File: src/rtl/fetch_decode_pipe_if.sv
// Bus bundle between the IF/ID front end, instruction memory, the WB write port and the EX stage.
interface fetch_decode_pipe_if #(
  parameter int unsigned DATA_W     = 32,
  parameter int unsigned REG_ADDR_W = 5,
  parameter int unsigned PC_W       = 32
);
  logic                  pc_src;
  logic [PC_W-1:0]       branch_target;
  logic [PC_W-1:0]       imem_addr;
  logic [31:0]           imem_rdata;
  logic                  wb_regwrite;
  logic [REG_ADDR_W-1:0] wb_rd;
  logic [DATA_W-1:0]     wb_data;
  logic                  stall;
  logic                  idex_valid;
  logic [1:0]            idex_wb_ctrl;
  logic [2:0]            idex_mem_ctrl;
  logic [3:0]            idex_ex_ctrl;
  logic [PC_W-1:0]       idex_pc4;
  logic [DATA_W-1:0]     idex_rs_data;
  logic [DATA_W-1:0]     idex_rt_data;
  logic [DATA_W-1:0]     idex_imm;
  logic [REG_ADDR_W-1:0] idex_rs;
  logic [REG_ADDR_W-1:0] idex_rt;
  logic [REG_ADDR_W-1:0] idex_rd;

  modport master (
    output pc_src, branch_target, imem_rdata, wb_regwrite, wb_rd, wb_data,
    input  imem_addr, stall, idex_valid, idex_wb_ctrl, idex_mem_ctrl, idex_ex_ctrl,
           idex_pc4, idex_rs_data, idex_rt_data, idex_imm, idex_rs, idex_rt, idex_rd
  );

  modport slave (
    input  pc_src, branch_target, imem_rdata, wb_regwrite, wb_rd, wb_data,
    output imem_addr, stall, idex_valid, idex_wb_ctrl, idex_mem_ctrl, idex_ex_ctrl,
           idex_pc4, idex_rs_data, idex_rt_data, idex_imm, idex_rs, idex_rt, idex_rd
  );
endinterface

File: src/rtl/fetch_decode_pipe.sv
// MIPS IF+ID front end: PC, IF/ID latch, register file with write-through, ID/EX latch,
// load-use stall and branch flush.
module fetch_decode_pipe #(
  parameter int unsigned     DATA_W     = 32,
  parameter int unsigned     REG_ADDR_W = 5,
  parameter int unsigned     PC_W       = 32,
  parameter logic [PC_W-1:0] RESET_PC   = '0,
  parameter int unsigned     PC_STEP    = 4
) (
  input  logic                clk,
  input  logic                rst_n,
  fetch_decode_pipe_if.slave  bus
);
  localparam int unsigned RF_DEPTH = 2 ** REG_ADDR_W;
  localparam logic [5:0]  OP_RTYPE = 6'h00;
  localparam logic [5:0]  OP_LW    = 6'h23;
  localparam logic [5:0]  OP_SW    = 6'h2B;
  localparam logic [5:0]  OP_BEQ   = 6'h04;
  localparam logic [5:0]  OP_ADDI  = 6'h08;

  logic [PC_W-1:0]       pc;
  logic [PC_W-1:0]       pc_plus;
  logic                  ifid_valid;
  logic [31:0]           ifid_instr;
  logic [PC_W-1:0]       ifid_pc4;
  logic [DATA_W-1:0]     rf [RF_DEPTH];

  logic                  idex_valid;
  logic [1:0]            idex_wb;
  logic [2:0]            idex_mem;
  logic [3:0]            idex_ex;
  logic [PC_W-1:0]       idex_pc4;
  logic [DATA_W-1:0]     idex_rs_data;
  logic [DATA_W-1:0]     idex_rt_data;
  logic [DATA_W-1:0]     idex_imm;
  logic [REG_ADDR_W-1:0] idex_rs;
  logic [REG_ADDR_W-1:0] idex_rt;
  logic [REG_ADDR_W-1:0] idex_rd;

  logic [1:0]            dec_wb;
  logic [2:0]            dec_mem;
  logic [3:0]            dec_ex;
  logic [REG_ADDR_W-1:0] dec_rs;
  logic [REG_ADDR_W-1:0] dec_rt;
  logic [REG_ADDR_W-1:0] dec_rd;
  logic [DATA_W-1:0]     dec_imm;
  logic [DATA_W-1:0]     rs_data;
  logic [DATA_W-1:0]     rt_data;
  logic                  wb_active;
  logic                  stall;

  assign pc_plus = pc + PC_W'(PC_STEP);

  // Field extraction and control decode; an empty IF/ID slot decodes to all-zero control.
  always_comb begin
    dec_wb  = '0;
    dec_mem = '0;
    dec_ex  = '0;
    dec_rs  = REG_ADDR_W'(ifid_instr[25:21]);
    dec_rt  = REG_ADDR_W'(ifid_instr[20:16]);
    dec_rd  = REG_ADDR_W'(ifid_instr[15:11]);
    dec_imm = DATA_W'($signed(ifid_instr[15:0]));
    if (ifid_valid) begin
      case (ifid_instr[31:26])
        OP_RTYPE: begin dec_wb = 2'b10; dec_ex = 4'b1100; end
        OP_LW:    begin dec_wb = 2'b11; dec_mem = 3'b010; dec_ex = 4'b0001; end
        OP_SW:    begin dec_mem = 3'b001; dec_ex = 4'b0001; end
        OP_BEQ:   begin dec_mem = 3'b100; dec_ex = 4'b0010; end
        OP_ADDI:  begin dec_wb = 2'b10; dec_ex = 4'b0001; end
        default:  ;
      endcase
    end
  end

  // Register read with same-cycle write-through from WB; index 0 is never written.
  always_comb begin
    wb_active = bus.wb_regwrite && (bus.wb_rd != '0);
    rs_data   = (wb_active && (bus.wb_rd == dec_rs)) ? bus.wb_data : rf[dec_rs];
    rt_data   = (wb_active && (bus.wb_rd == dec_rt)) ? bus.wb_data : rf[dec_rt];
  end

  assign stall = ifid_valid && idex_valid && idex_mem[1] && (idex_rt != '0) &&
                 ((idex_rt == dec_rs) || (idex_rt == dec_rt));

  always_ff @(posedge clk or negedge rst_n) begin
    if (!rst_n) begin
      rf <= '{default: '0};
    end else if (wb_active) begin
      rf[bus.wb_rd] <= bus.wb_data;
    end
  end

  // PC and IF/ID: redirect beats stall, stall beats sequential fetch.
  always_ff @(posedge clk or negedge rst_n) begin
    if (!rst_n) begin
      pc         <= RESET_PC;
      ifid_valid <= 1'b0;
      ifid_instr <= '0;
      ifid_pc4   <= '0;
    end else if (bus.pc_src) begin
      pc         <= bus.branch_target;
      ifid_valid <= 1'b0;
      ifid_instr <= '0;
      ifid_pc4   <= '0;
    end else if (!stall) begin
      pc         <= pc_plus;
      ifid_valid <= 1'b1;
      ifid_instr <= bus.imem_rdata;
      ifid_pc4   <= pc_plus;
    end
  end

  // ID/EX: a flush or a load-use stall injects a fully zeroed bubble.
  always_ff @(posedge clk or negedge rst_n) begin
    if (!rst_n) begin
      idex_valid   <= 1'b0;
      idex_wb      <= '0;
      idex_mem     <= '0;
      idex_ex      <= '0;
      idex_pc4     <= '0;
      idex_rs_data <= '0;
      idex_rt_data <= '0;
      idex_imm     <= '0;
      idex_rs      <= '0;
      idex_rt      <= '0;
      idex_rd      <= '0;
    end else if (bus.pc_src || stall) begin
      idex_valid   <= 1'b0;
      idex_wb      <= '0;
      idex_mem     <= '0;
      idex_ex      <= '0;
      idex_pc4     <= '0;
      idex_rs_data <= '0;
      idex_rt_data <= '0;
      idex_imm     <= '0;
      idex_rs      <= '0;
      idex_rt      <= '0;
      idex_rd      <= '0;
    end else begin
      idex_valid   <= ifid_valid;
      idex_wb      <= dec_wb;
      idex_mem     <= dec_mem;
      idex_ex      <= dec_ex;
      idex_pc4     <= ifid_pc4;
      idex_rs_data <= rs_data;
      idex_rt_data <= rt_data;
      idex_imm     <= dec_imm;
      idex_rs      <= dec_rs;
      idex_rt      <= dec_rt;
      idex_rd      <= dec_rd;
    end
  end

  assign bus.imem_addr     = pc;
  assign bus.stall         = stall;
  assign bus.idex_valid    = idex_valid;
  assign bus.idex_wb_ctrl  = idex_wb;
  assign bus.idex_mem_ctrl = idex_mem;
  assign bus.idex_ex_ctrl  = idex_ex;
  assign bus.idex_pc4      = idex_pc4;
  assign bus.idex_rs_data  = idex_rs_data;
  assign bus.idex_rt_data  = idex_rt_data;
  assign bus.idex_imm      = idex_imm;
  assign bus.idex_rs       = idex_rs;
  assign bus.idex_rt       = idex_rt;
  assign bus.idex_rd       = idex_rd;
endmodule

File: src/flat_wrapper.sv
// flat-port wrapper written by rule: the top's interface ports become plain ports
module fetch_decode_pipe_flat 
#(
  parameter int unsigned     DATA_W     = 32,
  parameter int unsigned     REG_ADDR_W = 5,
  parameter int unsigned     PC_W       = 32,
  parameter logic [PC_W-1:0] RESET_PC   = '0,
  parameter int unsigned     PC_STEP    = 4
)
  (clk, rst_n, bus_pc_src, bus_branch_target, bus_imem_rdata, bus_wb_regwrite, bus_wb_rd, bus_wb_data, bus_imem_addr, bus_stall, bus_idex_valid, bus_idex_wb_ctrl, bus_idex_mem_ctrl, bus_idex_ex_ctrl, bus_idex_pc4, bus_idex_rs_data, bus_idex_rt_data, bus_idex_imm, bus_idex_rs, bus_idex_rt, bus_idex_rd);
  fetch_decode_pipe_if #(.DATA_W(DATA_W), .REG_ADDR_W(REG_ADDR_W), .PC_W(PC_W)) bus_i ();
  input  logic clk;
  input  logic rst_n;
  input wire logic [$bits(bus_i.pc_src)-1:0] bus_pc_src;
  input wire logic [$bits(bus_i.branch_target)-1:0] bus_branch_target;
  input wire logic [$bits(bus_i.imem_rdata)-1:0] bus_imem_rdata;
  input wire logic [$bits(bus_i.wb_regwrite)-1:0] bus_wb_regwrite;
  input wire logic [$bits(bus_i.wb_rd)-1:0] bus_wb_rd;
  input wire logic [$bits(bus_i.wb_data)-1:0] bus_wb_data;
  output wire logic [$bits(bus_i.imem_addr)-1:0] bus_imem_addr;
  output wire logic [$bits(bus_i.stall)-1:0] bus_stall;
  output wire logic [$bits(bus_i.idex_valid)-1:0] bus_idex_valid;
  output wire logic [$bits(bus_i.idex_wb_ctrl)-1:0] bus_idex_wb_ctrl;
  output wire logic [$bits(bus_i.idex_mem_ctrl)-1:0] bus_idex_mem_ctrl;
  output wire logic [$bits(bus_i.idex_ex_ctrl)-1:0] bus_idex_ex_ctrl;
  output wire logic [$bits(bus_i.idex_pc4)-1:0] bus_idex_pc4;
  output wire logic [$bits(bus_i.idex_rs_data)-1:0] bus_idex_rs_data;
  output wire logic [$bits(bus_i.idex_rt_data)-1:0] bus_idex_rt_data;
  output wire logic [$bits(bus_i.idex_imm)-1:0] bus_idex_imm;
  output wire logic [$bits(bus_i.idex_rs)-1:0] bus_idex_rs;
  output wire logic [$bits(bus_i.idex_rt)-1:0] bus_idex_rt;
  output wire logic [$bits(bus_i.idex_rd)-1:0] bus_idex_rd;
  assign bus_i.pc_src = bus_pc_src;
  assign bus_i.branch_target = bus_branch_target;
  assign bus_i.imem_rdata = bus_imem_rdata;
  assign bus_i.wb_regwrite = bus_wb_regwrite;
  assign bus_i.wb_rd = bus_wb_rd;
  assign bus_i.wb_data = bus_wb_data;
  assign bus_imem_addr = bus_i.imem_addr;
  assign bus_stall = bus_i.stall;
  assign bus_idex_valid = bus_i.idex_valid;
  assign bus_idex_wb_ctrl = bus_i.idex_wb_ctrl;
  assign bus_idex_mem_ctrl = bus_i.idex_mem_ctrl;
  assign bus_idex_ex_ctrl = bus_i.idex_ex_ctrl;
  assign bus_idex_pc4 = bus_i.idex_pc4;
  assign bus_idex_rs_data = bus_i.idex_rs_data;
  assign bus_idex_rt_data = bus_i.idex_rt_data;
  assign bus_idex_imm = bus_i.idex_imm;
  assign bus_idex_rs = bus_i.idex_rs;
  assign bus_idex_rt = bus_i.idex_rt;
  assign bus_idex_rd = bus_i.idex_rd;
  fetch_decode_pipe #(.DATA_W(DATA_W), .REG_ADDR_W(REG_ADDR_W), .PC_W(PC_W), .RESET_PC(RESET_PC), .PC_STEP(PC_STEP)) u_core (.clk(clk), .rst_n(rst_n), .bus(bus_i));
endmodule
File: config.mk
export PLATFORM = sky130hd
export DESIGN_NAME = fetch_decode_pipe_flat
export DESIGN_NICKNAME = d
export VERILOG_FILES = /design/src/rtl/fetch_decode_pipe_if.sv /design/src/rtl/fetch_decode_pipe.sv /design/src/flat_wrapper.sv
export SDC_FILE = /design/constraint.sdc
export NUM_CORES = 2
export LEC_CHECK = 0
export BUFFER_PORTS_ARGS = -buffer_cell sky130_fd_sc_hd__buf_2
export CAP_MARGIN = 15
export CORE_UTILIZATION = 56
export CTS_CLUSTER_DIAMETER = 120
export CTS_CLUSTER_SIZE = 40
export DETAILED_ROUTE_END_ITERATION = 6
export PLACE_DENSITY = 0.77
export SYNTH_ARGS = -nofsm -noshare
export SYNTH_HDL_FRONTEND = slang
export SYNTH_SLANG_ARGS = --single-unit
File: constraint.sdc
create_clock -name clk -period 1.95 [get_ports clk]
set_input_delay 0.2925 -clock clk [delete_from_list [all_inputs] [get_ports clk]]
set_output_delay 0.2925 -clock clk [all_outputs]
set_load 0.005 [all_outputs]
* Yosys cells after proc, flatten, opt, wreduce, memory -nomap -nowiden *
Cells that the tools add are included.

storage, ports and cells
  register bits after elaboration = 1274
  bits of input ports = 105
  logic and storage cells = 114

operators by class
  $add $sub $neg = 1
  order comparisons = 4
  equal/unequal tests = 9
  multiplexer cells = 35
  bitwise logic cells = 3
  reduce and logical (&&, ||, !) cells = 15

operator list
  operator                 number
  $bwmux W1024             1
  $mux W32                 16
  $bmux W32 S5             2
  $demux W32 S5            1
  $add A32 B3 Y32 const B  1
  $eq A5 B5 Y1             4
  $ge A6 B6 Y1 const B     3
  $not A5 Y6               3
  $mux W5                  3
  $eq A6 B6 Y1 const B     2
  $pmux W4 S3              1
  $reduce_bool A5 Y1       2
  $pmux W3 S3              1
  $logic_and A1 B1 Y1      8
  $mux W4                  2
  $eq A6 B3 Y1 const B     1
  $eq A6 B4 Y1 const B     1
  $logic_not A6 Y1         1
  $lt A6 B1 Y1 const B     1
  $mux W3                  2
  $mux W2                  2
  $pmux W2 S2              1
  $mux W1                  3
  $reduce_or A3 Y1         1
  other kinds (3)          4

* Longest topological paths before layout *
  depth after elaboration = 6
  depth in mapped cells = 9
  gate-level depth less buffers = 7

* Worst setup path after synthesis *
OpenSTA, ideal clock, no wires.

  kind = register to register
  from = register u_core.ifid_instr[21]
  to = register u_core.idex_rs_data[11] (netlist: u_core.bus.idex_rs_data[11])
  setup time = 0.122 ns
  arrival time = 1.975 ns
  data required time = 1.828 ns
  path slack = -0.147 ns
  stages on the path, launching flop included = 8
  cell sequence = dfrtp_1 buf_2 buf_1 mux4_2 a22oi_1 o21ai_0 nor3_1 nor2_1

between the ends
  word-level cells in the longest chain between the ends = 6
  elaborated cells between the ends (all ways) = 12
  those cells by class = 2 x eq/ne; 5 x mux; 1 x bitwise; 4 x reduce/logical

RTL lines
  what                                         RTL line                  RTL
  from (decl)                                  fetch_decode_pipe.sv:24   logic [31:0] ifid_instr;
  from (signal assigned)                       fetch_decode_pipe.sv:108  ifid_instr <= bus.imem_rdata;
  $not A5 Y6 (implied by the code)             fetch_decode_pipe.sv:78   rs_data = (wb_active && (bus.wb_rd == dec_rs)) ? bus.wb_data : rf[dec_rs];
  $bmux W32 S5                                 fetch_decode_pipe.sv:78
  $mux W32 (implied by the code) (2 in a row)  fetch_decode_pipe.sv:78
  $mux W32                                     fetch_decode_pipe.sv:78
  $mux W32 (*)                                 fetch_decode_pipe.sv:127  end else if (bus.pc_src || stall) begin
  to (signal assigned)                         fetch_decode_pipe.sv:145  idex_rs_data <= rs_data;
  to (decl)                                    fetch_decode_pipe.sv:33   logic [DATA_W-1:0] idex_rs_data;

Mark *: on every way between the ends. The rest lies on a longest branch, timed or not. The select of a mux whose other input is x is not followed.
A chain may end at the register's enable or synchronous reset.

* Worst setup path in the final report *
  from = register u_core.ifid_instr[21]
  to = register u_core.idex_rs_data[14] (netlist: u_core.bus.idex_rs_data[14])

The elaborated chain is that of the path after synthesis.

==> summary.md <==
| Metric | Value |
|---|---|
| Outcome | `finished, violations left` |
| Violated checks | `setup timing` |
| Initial Utilization | `0.5674` |
| Yosys warns | `0` |
| Clock Skew | `37.02 ps` |
| Hold path cells | `2` |
| Pwr Density | `approximately 810 mW/mm^2` |
| CP Cell Sequence | `buf_4 -> buf_12 -> buf_12 -> buf_16 -> buf_4 -> buf_4 -> mux4_2 -> a22oi_2 -> o21ai_2 -> nor3_2 -> nor2_1` |
| Worst-Skew Late Latency | `670 ps` |
| Sequential area share after synthesis | `0.4954` |
| Ys async rst share | `1.000` |
| Antenna viol nets, final | `0` |
| Arrival time worst endpoint | `3000 ps` |
| Synth Cell Area | `0.06314 sq mm` |
| Total leakage power | `about 0.032 uW` |
| Critical path endpoint category | `flop` |
| Rows | `between 100 and 150` |
| First-pass GRT wire length | `~280000 um` |
| Maximum clock frequency | `approximately 410 MHz` |
| Crit path launch type | `flop` |
| Initial DRT Pass Iterations | `5` |
| Worst-margin pin slew | `688.0 ps` |
| Hold slack | `just over 50 ps` |
| GR Layer Usage met2 | `0.5277` |
| Share of cells above drive strength 1 | `0.5498` |
| Final setup margin | `-473.0 ps` |
| Synthesized instance count | `about 4400` |
| Commonest non-fill, non-tap cell in the layout | `dfrtp_1` |
| Htree depth | `2` |
| Residual DRC | `0` |
| CTS tree | `built` |
| Syn nets | `4464` |
| Worst r2r path cells | `11` |
| Max Cap Viol | `0` |
| Post-synth EDFFs | `0` |
| Maximum number of pins on one net before global-route repair | `86` |
| Most used cell, CP | `buf_4` |
| CTS Buffer Depth | `3` |
| Final Core Density | `0.6747` |
| First DRT Iteration DRCs | `4839` |
| Total wire length | `between 150000 and 200000 um` |
| # setup viols final | `approximately 220` |
| CP max FO | `9` |
| Top Ports | `around 290` |
| Crit path kind | `reg2reg` |
| Most frequent cells in the layout | `dfrtp_1 (1241), mux2_2 (985), mux4_2 (512), buf_4 (299), buf_2 (287)` |
| Post-DP Area | `between 0.07 and 0.08 sq mm` |
| Clk sinks | `~1300` |
| Vias per cell | `between 6 and 7` |
| RSZ-0062 raised after global routing | `true` |
| Crit path required time | `approximately 2500 ps` |
| Synth area leader | `dfrtp_1` |
| Largest cells by area after synthesis | `dfrtp_1 (50%), mux4_2 (18%), mux2_2 (18%), mux2i_1 (3.0%), clkbuf_1 (1.8%)` |
| Post-synth top area share | `0.4954` |
| Post-Layout Inst Area | `about 0.075 sq mm` |
| Synth cell types | `53` |
| Prevailing post-synth register cell | `dfrtp_1` |
| GR Util met3 | `0.07071` |
| # nets final | `just under 5000` |
| Core ar. | `0.1113 sq mm` |
| Die area | `about 0.11 sq mm` |
| Global route hottest layer | `met2` |
| Hold WC Path Type | `in2reg` |
| CTS buffer count | `38` |
| CTS clk-pin slew, worst paths | `150 ps` |
| Avg WL per Cell | `30.92 um` |
| Tcrit/Tclk final | `1.243` |
| HPWL after DPL | `between 100000 and 150000 um` |
| Mapped Avg Cell Area | `14.49 sq um` |
| Crit path max-delay cell type | `dfrtp_4` |
| Normalized max-slew margin | `0.5413` |
| Max Slew Vio Count | `0` |
| Fin crit period | `roughly 2400 ps` |
| Peak supply drop | `~0.80 mV` |
| Port bufs | `290` |
| Die X | `about 340 um` |
| Initial antenna violation count | `8` |
| Number of global-route vias before repair | `roughly 44000` |
| Final Hold Fails | `0` |
| Layout area overhead | `18.91%` |
| GRT met1 Usage | `0.4575` |
| Root Buffer | `clkbuf_16` |
| Remaining global-route overflow | `0` |
| Critical Path Max Stage Delay | `~530 ps` |
| Via count | `roughly 43000` |
| GPL Wtd Cong | `just over 0.9` |
| Gr usage total | `0.3368` |
| DIE HEIGHT | `between 300 and 400 um` |
| FF+latch count, synth | `1250` |
==> Yosys cell counts, drive strengths merged (5+ instances only) <==
library cell and n:
a211oi 36, a21oi 53, a22oi 64, and2 59, buf 184, clkbuf 304, dfrtp 1250, inv 7
mux2 994, mux2i 192, mux4 512, nand2 132, nand2b 5, nand3 22, nand4 7, nor2 130
nor3 71, o21ai 155, o22ai 66, or2 5, xnor2 58, xor2 16
==> power breakdown <==
group	total, uW	switching (uW)	internal (uW)
Clock	11800	8010	3800
Combinational	15100	6000	9060
Sequential	33700	3450	30300
==> logic make-up (layout without fill, tap and decap cells) <==
| kind of cell | count (synthesis) | count (layout) | share of synthesized area |
|---|---|---|---|
| xor+xnor | 74 | 74 | 0.01027 |
| fa+ha+maj | 1 | 1 | 0.0001981 |
| mux | 1698 | 1698 | 0.3904 |
| buf+inv | 495 | 982 | 0.03308 |
| other cells | 0 | 3 | 0 |
| flops | 1250 | 1250 | 0.4954 |
| simple gates | 458 | 458 | 0.03385 |
| compound gates | 382 | 382 | 0.03680 |
==> worst paths after layout <==
| kind | from | to | slack [ps] |
|---|---|---|---|
| worst min register to register | u_core.rf[1011]$_DFFE_PN0P_ | u_core.rf[1011]$_DFFE_PN0P_ | 410 |
| max in group asynchronous | rst_n | u_core.rf[649]$_DFFE_PN0P_ | 920 |
| worst max-delay path | u_core.ifid_instr[21]$_DFFE_PN0P_ | u_core.bus.idex_rs_data[14]$_DFF_PN0_ | -470 |
| min in group asynchronous | rst_n | u_core.rf[541]$_DFFE_PN0P_ | 120 |
| worst min-delay path | bus_pc_src | u_core.ifid_instr[31]$_DFFE_PN0P_ | 50 |
| worst max register to register | u_core.ifid_instr[21]$_DFFE_PN0P_ | u_core.bus.idex_rs_data[14]$_DFF_PN0_ | -470 |
==> timing repair <==
| item | in CTS | in global routing |
|---|---|---|
| gates resized for setup | 127 | 289 |
| cloned | 8 | 18 |
| pin swaps | 25 | 121 |
| buffers inserted | 35 | 87 |
| endpoints found under the setup margin | 223 | 236 |
| hold buffers | 64 | 0 |
| hold endpoints to repair | 699 | 0 |
==> final cells by class <==
| type | instances | area (sq um) |
|---|---|---|
| Timing Repair Buffer | 927 | 9733 |
| Tap cell | 1488 | 1862 |
| Clock buffer | 43 | 991.0 |
| Sequential cell | 1250 | 31310 |
| Fill cell | 7246 | 36200 |
| Antenna cell | 3 | 7.507 |
| Clock inverter | 5 | 87.58 |
| Inverter | 7 | 28.78 |
| Multi-Input combinational cell | 2613 | 31050 |
==> metal layers <==
metal / up-vias / wire [um]
li1: 17250 / -
met1: 22800 / 73540
met2: 2637 / 91090
met3: 583 / 20440
met4: 12 / 10770
met5: - / 63
==> registers in the layout, summed over array words and instances (netlist names), 5 cells and up <==
signal	count
u_core.bus.idex_imm	16
u_core.bus.idex_pc4	32
u_core.bus.idex_rs	5
u_core.bus.idex_rs_data	32
u_core.bus.idex_rt	5
u_core.bus.idex_rt_data	32
u_core.bus.imem_addr	32
u_core.ifid_instr	32
u_core.ifid_pc4	32
u_core.rf	1024
==> metrics by stage <==
step	instances	setup TNS (ps)	setup slack [ps]	total power (uW)
finish	6336	-47140	-473.0	60590
global route	6334	-65590	-538.2	62790
CTS	6239	-29460	-498.5	59450
detailed placement	6085	-53960	-437.3	47520
global placement	6085	-55480	-525.3	46690
floorplan	4358	-917.7	-136.4	42500
==> critical path, delay by kind of cell, from the launching register on <==
family	cells	cell delay, ps
muxes	1	420
buffers and inverters	6	870
and+or+nand+nor	2	200
DFF	1	530
AOI/OAI and AO/OA	2	300
No activity file was read; power rests on OpenSTA's default activity.
